## src/rtl/io_pkg.sv

```systemverilog
// io_pkg: shared constants and the read-address decode helper for the
// memory-mapped input port (ioread_mux) and its consumer, memorio.
//
// Contents:
//   - channel-count and width limits for the input port
//   - IO_STATUS_SEL: address of the status word, equal to the channel count
//   - io_sel_e / io_decode(): classify a read address as channel, status or unused
package io_pkg;

  // Channel-count and width limits.
  localparam int IO_MIN_CH      = 1;
  localparam int IO_MAX_CH      = 8;
  localparam int IO_MIN_DATA_W  = 1;
  localparam int IO_MAX_DATA_W  = 32;

  // Default channel count; the status word sits right after the last channel.
  localparam int IO_DEFAULT_CH  = 4;
  localparam int IO_STATUS_SEL  = IO_DEFAULT_CH;

  // Read-address classes shared with memorio.
  typedef enum logic [1:0] {
    SEL_CHANNEL = 2'd0,
    SEL_STATUS  = 2'd1,
    SEL_NONE    = 2'd2
  } io_sel_e;

  // Addresses below num_ch pick a channel, num_ch picks the status word,
  // anything above reads as zero.
  function automatic io_sel_e io_decode(input int unsigned addr,
                                        input int unsigned num_ch);
    if (addr < num_ch)
      return SEL_CHANNEL;
    else if (addr == num_ch)
      return SEL_STATUS;
    else
      return SEL_NONE;
  endfunction

endpackage

```

## src/rtl/io_debounce.sv

```systemverilog
// io_debounce: one input channel of the I/O read port.
//
// A two-flop synchroniser feeds a whole-word debouncer. The synchronised
// word must differ from the accepted (stable) word for DEBOUNCE_CYC
// consecutive cycles before it is taken; any cycle where it matches the
// stable word again restarts the count.
//
// Ports:
//   clock    in   rising-edge clock
//   reset_n  in   asynchronous active-low reset
//   din      in   raw asynchronous channel input
//   stable   out  currently accepted (debounced) value
//   accept   out  high in the cycle whose rising edge loads a new stable value
module io_debounce #(
  parameter int DATA_W       = 8,
  parameter int DEBOUNCE_CYC = 4
) (
  input  logic              clock,
  input  logic              reset_n,
  input  logic [DATA_W-1:0] din,
  output logic [DATA_W-1:0] stable,
  output logic              accept
);

  localparam int CNT_W = (DEBOUNCE_CYC > 1) ? $clog2(DEBOUNCE_CYC) : 1;
  localparam logic [CNT_W-1:0] CNT_LAST = CNT_W'(DEBOUNCE_CYC - 1);

  logic [DATA_W-1:0] sync1_reg;
  logic [DATA_W-1:0] sync2_reg;
  logic [DATA_W-1:0] stable_reg;
  logic [CNT_W-1:0]  cnt_reg;
  logic              differ;

  assign differ = (sync2_reg != stable_reg);
  // Combinational so the top can set the change flag on the same edge that
  // loads stable_reg.
  assign accept = differ && (cnt_reg == CNT_LAST);
  assign stable = stable_reg;

  always_ff @(posedge clock or negedge reset_n) begin
    if (!reset_n) begin
      sync1_reg  <= '0;
      sync2_reg  <= '0;
      stable_reg <= '0;
      cnt_reg    <= '0;
    end else begin
      sync1_reg <= din;
      sync2_reg <= sync1_reg;
      if (!differ) begin
        cnt_reg <= '0;
      end else if (cnt_reg == CNT_LAST) begin
        stable_reg <= sync2_reg;
        cnt_reg    <= '0;
      end else begin
        cnt_reg <= cnt_reg + CNT_W'(1);
      end
    end
  end

endmodule

```

## src/rtl/ioread_mux.sv

```systemverilog
// ioread_mux: synchronised, debounced multi-channel input port on the CPU's
// memory-mapped I/O read path.
//
// Each channel runs through io_debounce. On a controller read (ior) the
// selected channel's stable value, or the status word of sticky change
// flags, is registered into ioread_data together with a one-cycle
// ioread_valid pulse. Reading a channel clears its flag unless the channel
// accepts a new value on the same edge.
//
// Ports:
//   clock         in   rising-edge clock
//   reset_n       in   asynchronous active-low reset
//   ior           in   read strobe from the controller
//   io_addr       in   0..NUM_CH-1 channel, NUM_CH status, above reads zero
//   io_in         in   raw inputs, channel i at [i*DATA_W +: DATA_W]
//   ioread_data   out  registered, zero-extended read data
//   ioread_valid  out  one-cycle pulse when ioread_data was loaded
//   io_new        out  sticky per-channel change flags
module ioread_mux
  import io_pkg::*;
#(
  parameter int NUM_CH       = 4,
  parameter int DATA_W       = 8,
  parameter int OUT_W        = 32,
  parameter int ADDR_W       = 3,
  parameter int DEBOUNCE_CYC = 4
) (
  input  logic                     clock,
  input  logic                     reset_n,
  input  logic                     ior,
  input  logic [ADDR_W-1:0]        io_addr,
  input  logic [NUM_CH*DATA_W-1:0] io_in,
  output logic [OUT_W-1:0]         ioread_data,
  output logic                     ioread_valid,
  output logic [NUM_CH-1:0]        io_new
);

  logic [DATA_W-1:0] stable_arr [NUM_CH];
  logic [NUM_CH-1:0] accept;
  logic [NUM_CH-1:0] clear_mask;
  logic [OUT_W-1:0]  read_word;
  io_sel_e           sel;

  generate
    for (genvar gi = 0; gi < NUM_CH; gi++) begin : g_ch
      io_debounce #(
        .DATA_W       (DATA_W),
        .DEBOUNCE_CYC (DEBOUNCE_CYC)
      ) u_debounce (
        .clock   (clock),
        .reset_n (reset_n),
        .din     (io_in[gi*DATA_W +: DATA_W]),
        .stable  (stable_arr[gi]),
        .accept  (accept[gi])
      );
    end
  endgenerate

  // Read mux and flag-clear decode. Uses the pre-edge stable values, so a
  // read on the edge that accepts new data still returns the old word.
  always_comb begin
    sel        = io_decode(32'(io_addr), NUM_CH);
    read_word  = '0;
    clear_mask = '0;
    case (sel)
      SEL_CHANNEL: begin
        for (int i = 0; i < NUM_CH; i++) begin
          if (io_addr == ADDR_W'(i)) begin
            read_word     = OUT_W'(stable_arr[i]);
            clear_mask[i] = ior;
          end
        end
      end
      SEL_STATUS: read_word = OUT_W'(io_new);
      default:    read_word = '0;
    endcase
  end

  always_ff @(posedge clock or negedge reset_n) begin
    if (!reset_n) begin
      ioread_data  <= '0;
      ioread_valid <= 1'b0;
      io_new       <= '0;
    end else begin
      ioread_valid <= ior;
      if (ior)
        ioread_data <= read_word;
      // Acceptance wins over a same-edge read clear.
      io_new <= (io_new & ~clear_mask) | accept;
    end
  end

endmodule

```

## config.mk

```make
export PLATFORM = sky130hd
export DESIGN_NAME = ioread_mux
export DESIGN_NICKNAME = d
export VERILOG_FILES = /design/src/rtl/io_pkg.sv /design/src/rtl/io_debounce.sv /design/src/rtl/ioread_mux.sv
export SDC_FILE = /design/constraint.sdc
export NUM_CORES = 1
export LEC_CHECK = 0
export CAP_MARGIN = 10
export CORE_MARGIN = 2
export CORE_UTILIZATION = 46
export DETAILED_ROUTE_END_ITERATION = 12
export GPL_ROUTABILITY_DRIVEN = 0
export PLACE_DENSITY = 0.74
export REMOVE_ABC_BUFFERS = 1
export SYNTH_ARGS = -nofsm -noshare
export SYNTH_HDL_FRONTEND = slang
export SYNTH_HIERARCHICAL = 1
export SYNTH_SLANG_ARGS = --single-unit
```

## constraint.sdc

```tcl
create_clock -name clock -period 1.56 [get_ports clock]
set_clock_uncertainty 0.05 [all_clocks]
set_input_delay 0.312 -clock clock [delete_from_list [all_inputs] [get_ports clock]]
set_output_delay 0.312 -clock clock [all_outputs]
set_load 0.02 [all_outputs]
```

==> results.json <==
{
  "cp-start-kind": "flop",
  "synthCells": 304,
  "avgSynthCellArea_um2": 14.71,
  "cts_tree": "yes",
  "dp.cells": 526,
  "critical_path_class": "reg -> reg",
  "synth_top_cell_by_area": "dfrtp_1",
  "fin_crit_sh_pct": 108.0,
  "cp.required_ns": 1.90,
  "rsz0062_at_grt": "yes",
  "final_nets": 468,
  "synth_top_area_share_pct": 65.45,
  "critPathCaptureType": "flop",
  "fin_util_pct": 66.81,
  "antenna_cells": 0,
  "port_buffers": 50,
  "cap_viol_max_count": 0,
  "synth_area_um2": 4473,
  "die_h_um": 102.6,
  "design_area_um2": 6232,
  "ys.flop_type": "dfrtp_1",
  "drc": 0,
  "finalPower_mw": 10.90,
  "cp_data_arrival_time_ns": 2.03,
  "hp-start": "io_in[6]",
  "cp_max_fo": 5,
  "clockBufferDepth": 2,
  "htree_levels": 4,
  "setup_violations": 33,
  "ioPinCount": 75,
  "hold_ws_ns": 0.1874,
  "root_buffer": "clkbuf_8",
  "synth-async-reset-ratio_pct": 100.0,
  "cts.sinks": 117,
  "numCtsBuffers": 17,
  "setup_tns_ns": -2.089,
  "grt_pass1_wl_mm": 13.83,
  "area_delta_synth_final_pct": 39.33,
  "power_leakage_nw": 2.857,
  "critPathLaunch": "g_ch[1].u_debounce/sync2_reg[6]$_DFF_PN0_",
  "dp_hpwl_mm": 5.709,
  "post-route-min-period_ns": 1.685,
  "status": "finished with violations",
  "grt_pass1_vias": 2755,
  "drv_slew": 0,
  "dieArea_um2": 10530,
  "violations": "setup timing",
  "grt_max_degree": 37,
  "cts.clk_slew.worst_paths_ns": 0.05,
  "die_w_um": 102.6,
  "setup_slack_ns": -0.1252,
  "synthDistinctLibCells": 29,
  "yosysSeqAreaShare_pct": 65.45,
  "drt_wl_total_mm": 8.643,
  "drt_iter0_drc": 95,
  "post-place-ws_ns": -0.2237,
  "fill_cells": 631,
  "synth_edf_count": 0,
  "rows": 35,
  "clk_latency_ns": 0.51,
  "finalHoldViolCount": 0,
  "final_layout_size_suffix_gt1_share_pct": 35.62,
  "firstDrtPassIters": 5,
  "core_area_um2": 9328,
  "multi_input_area_um2": 1555,
  "vias_per_cell": 4.713,
  "drtAntennaViolNets": 0,
  "ys_ff_latch": 117,
  "min_path_type": "in -> reg",
  "initial_utilization_pct": 47.95,
  "track_usage_pct": 18.02,
  "stdcell_count": 567,
  "yosys-top-cells-area": "dfrtp_1 (65%), mux2_2 (10%), xnor2_1 (6.3%)",
  "vias": 2672,
  "grt_overflow_total": 0,
  "ir_worst_vdd_uv": 777.9,
  "placed_area_um2": 5401,
  "timing.rr.start": "g_ch[1].u_debounce/sync2_reg[6]$_DFF_PN0_",
  "grt_antenna_before_repair": 0,
  "fmax_mhz": 593.4,
  "register_area_um2": 2928,
  "wl_per_cell_um": 15.24,
  "yosysWarnings": 6,
  "p_per_area_nw_per_um2": 1748
}
==> synthesized netlist by cell type (5+ instances only) <==
library cell    n
nand2_1        10
dfrtp_1       117
o21ai_0         6
inv_1           8
nand2b_1        7
xnor2_1        32
buf_4          24
mux2_2         40
nor2_1          5
nand4_1         8
==> power by group <==
part	total, mW	internal, mW	switching, mW	leakage, nW
Combinational	2.96	1.83	1.13	1.20
Sequential	4.11	3.67	0.436	1.37
Clock	3.82	2.51	1.31	0.280
==> cell type report <==
cell class	instances	share of cell area [%]
timing repair buffer	107	15.42
sequential	117	46.98
clock buffer	20	7.147
clock inverter	11	2.429
inverter	8	0.4818
multi-input combinational	175	24.95
tap	129	2.590
==> path summary, 6_finish.rpt <==
| kind | slack, ns | endpoint | cells past startpoint |
|---|---|---|---|
| min in group asynchronous | 0.26 | g_ch[2].u_debounce/sync1_reg[3]$_DFF_PN0_ | 2 |
| max in group asynchronous | 0.65 | g_ch[0].u_debounce/sync1_reg[2]$_DFF_PN0_ | 3 |
| worst min register to register | 0.29 | g_ch[0].u_debounce/sync2_reg[4]$_DFF_PN0_ | 0 |
| worst min-delay path | 0.19 | g_ch[0].u_debounce/sync1_reg[6]$_DFF_PN0_ | 1 |
| worst max-delay path | -0.13 | g_ch[1].u_debounce/stable[1]$_DFFE_PN0P_ | 5 |
| worst max register to register | -0.13 | g_ch[1].u_debounce/stable[1]$_DFFE_PN0P_ | 5 |
==> cell families after synthesis <==
kind of cell / share of synthesized area [%]
adders and majority gates: 1.119
and+or+nand+nor: 5.566
buffers and inverters: 5.370
AOI/OAI and AO/OA: 3.972
other: 0.08384
muxes: 12.17
xor gates and xnor gates: 6.266
DFF: 65.45
==> metal layers <==
layer	wire [um]	track usage, %	vias up
met5	0	0	-
met4	209	8.615	0
met3	424	5.492	21
met2	4235	27.55	80
li1	-	-	1227
met1	3774	23.68	1344
==> cells in the final DEF, fill, tap and decap left out, types with 6 or more instances in the layout <==
cell             instances
inv_1                    6
dfrtp_1                117
mux2_4                  31
nand2_1                 10
xnor2_1                 32
o21ai_4                  6
conb_1                  24
clkdlybuf4s50_1         36
buf_4                   50
clkbuf_16               16
o21ai_0                  6
nand4_1                  8
buf_2                    6
mux2_2                   9
==> worst max-delay path, cell delays in order (launching register included) <==
cell and delay (ns):
dfrtp_1 0.40, xnor2_1 0.21, nand4_1 0.14, buf_6 0.15
o21ai_4 0.28, mux2_4 0.34
==> repair_timing <==
action                                  4_1_cts  5_1_grt
hold buffers                                  1        0
gates resized for setup                      74       10
hold endpoints to repair                     31        0
endpoints found under the setup margin       48       41
gates cloned                                  2        0
pin swaps                                    10       14
buffers inserted                              3        4
Note: power is estimated with default switching activity, not from simulation.
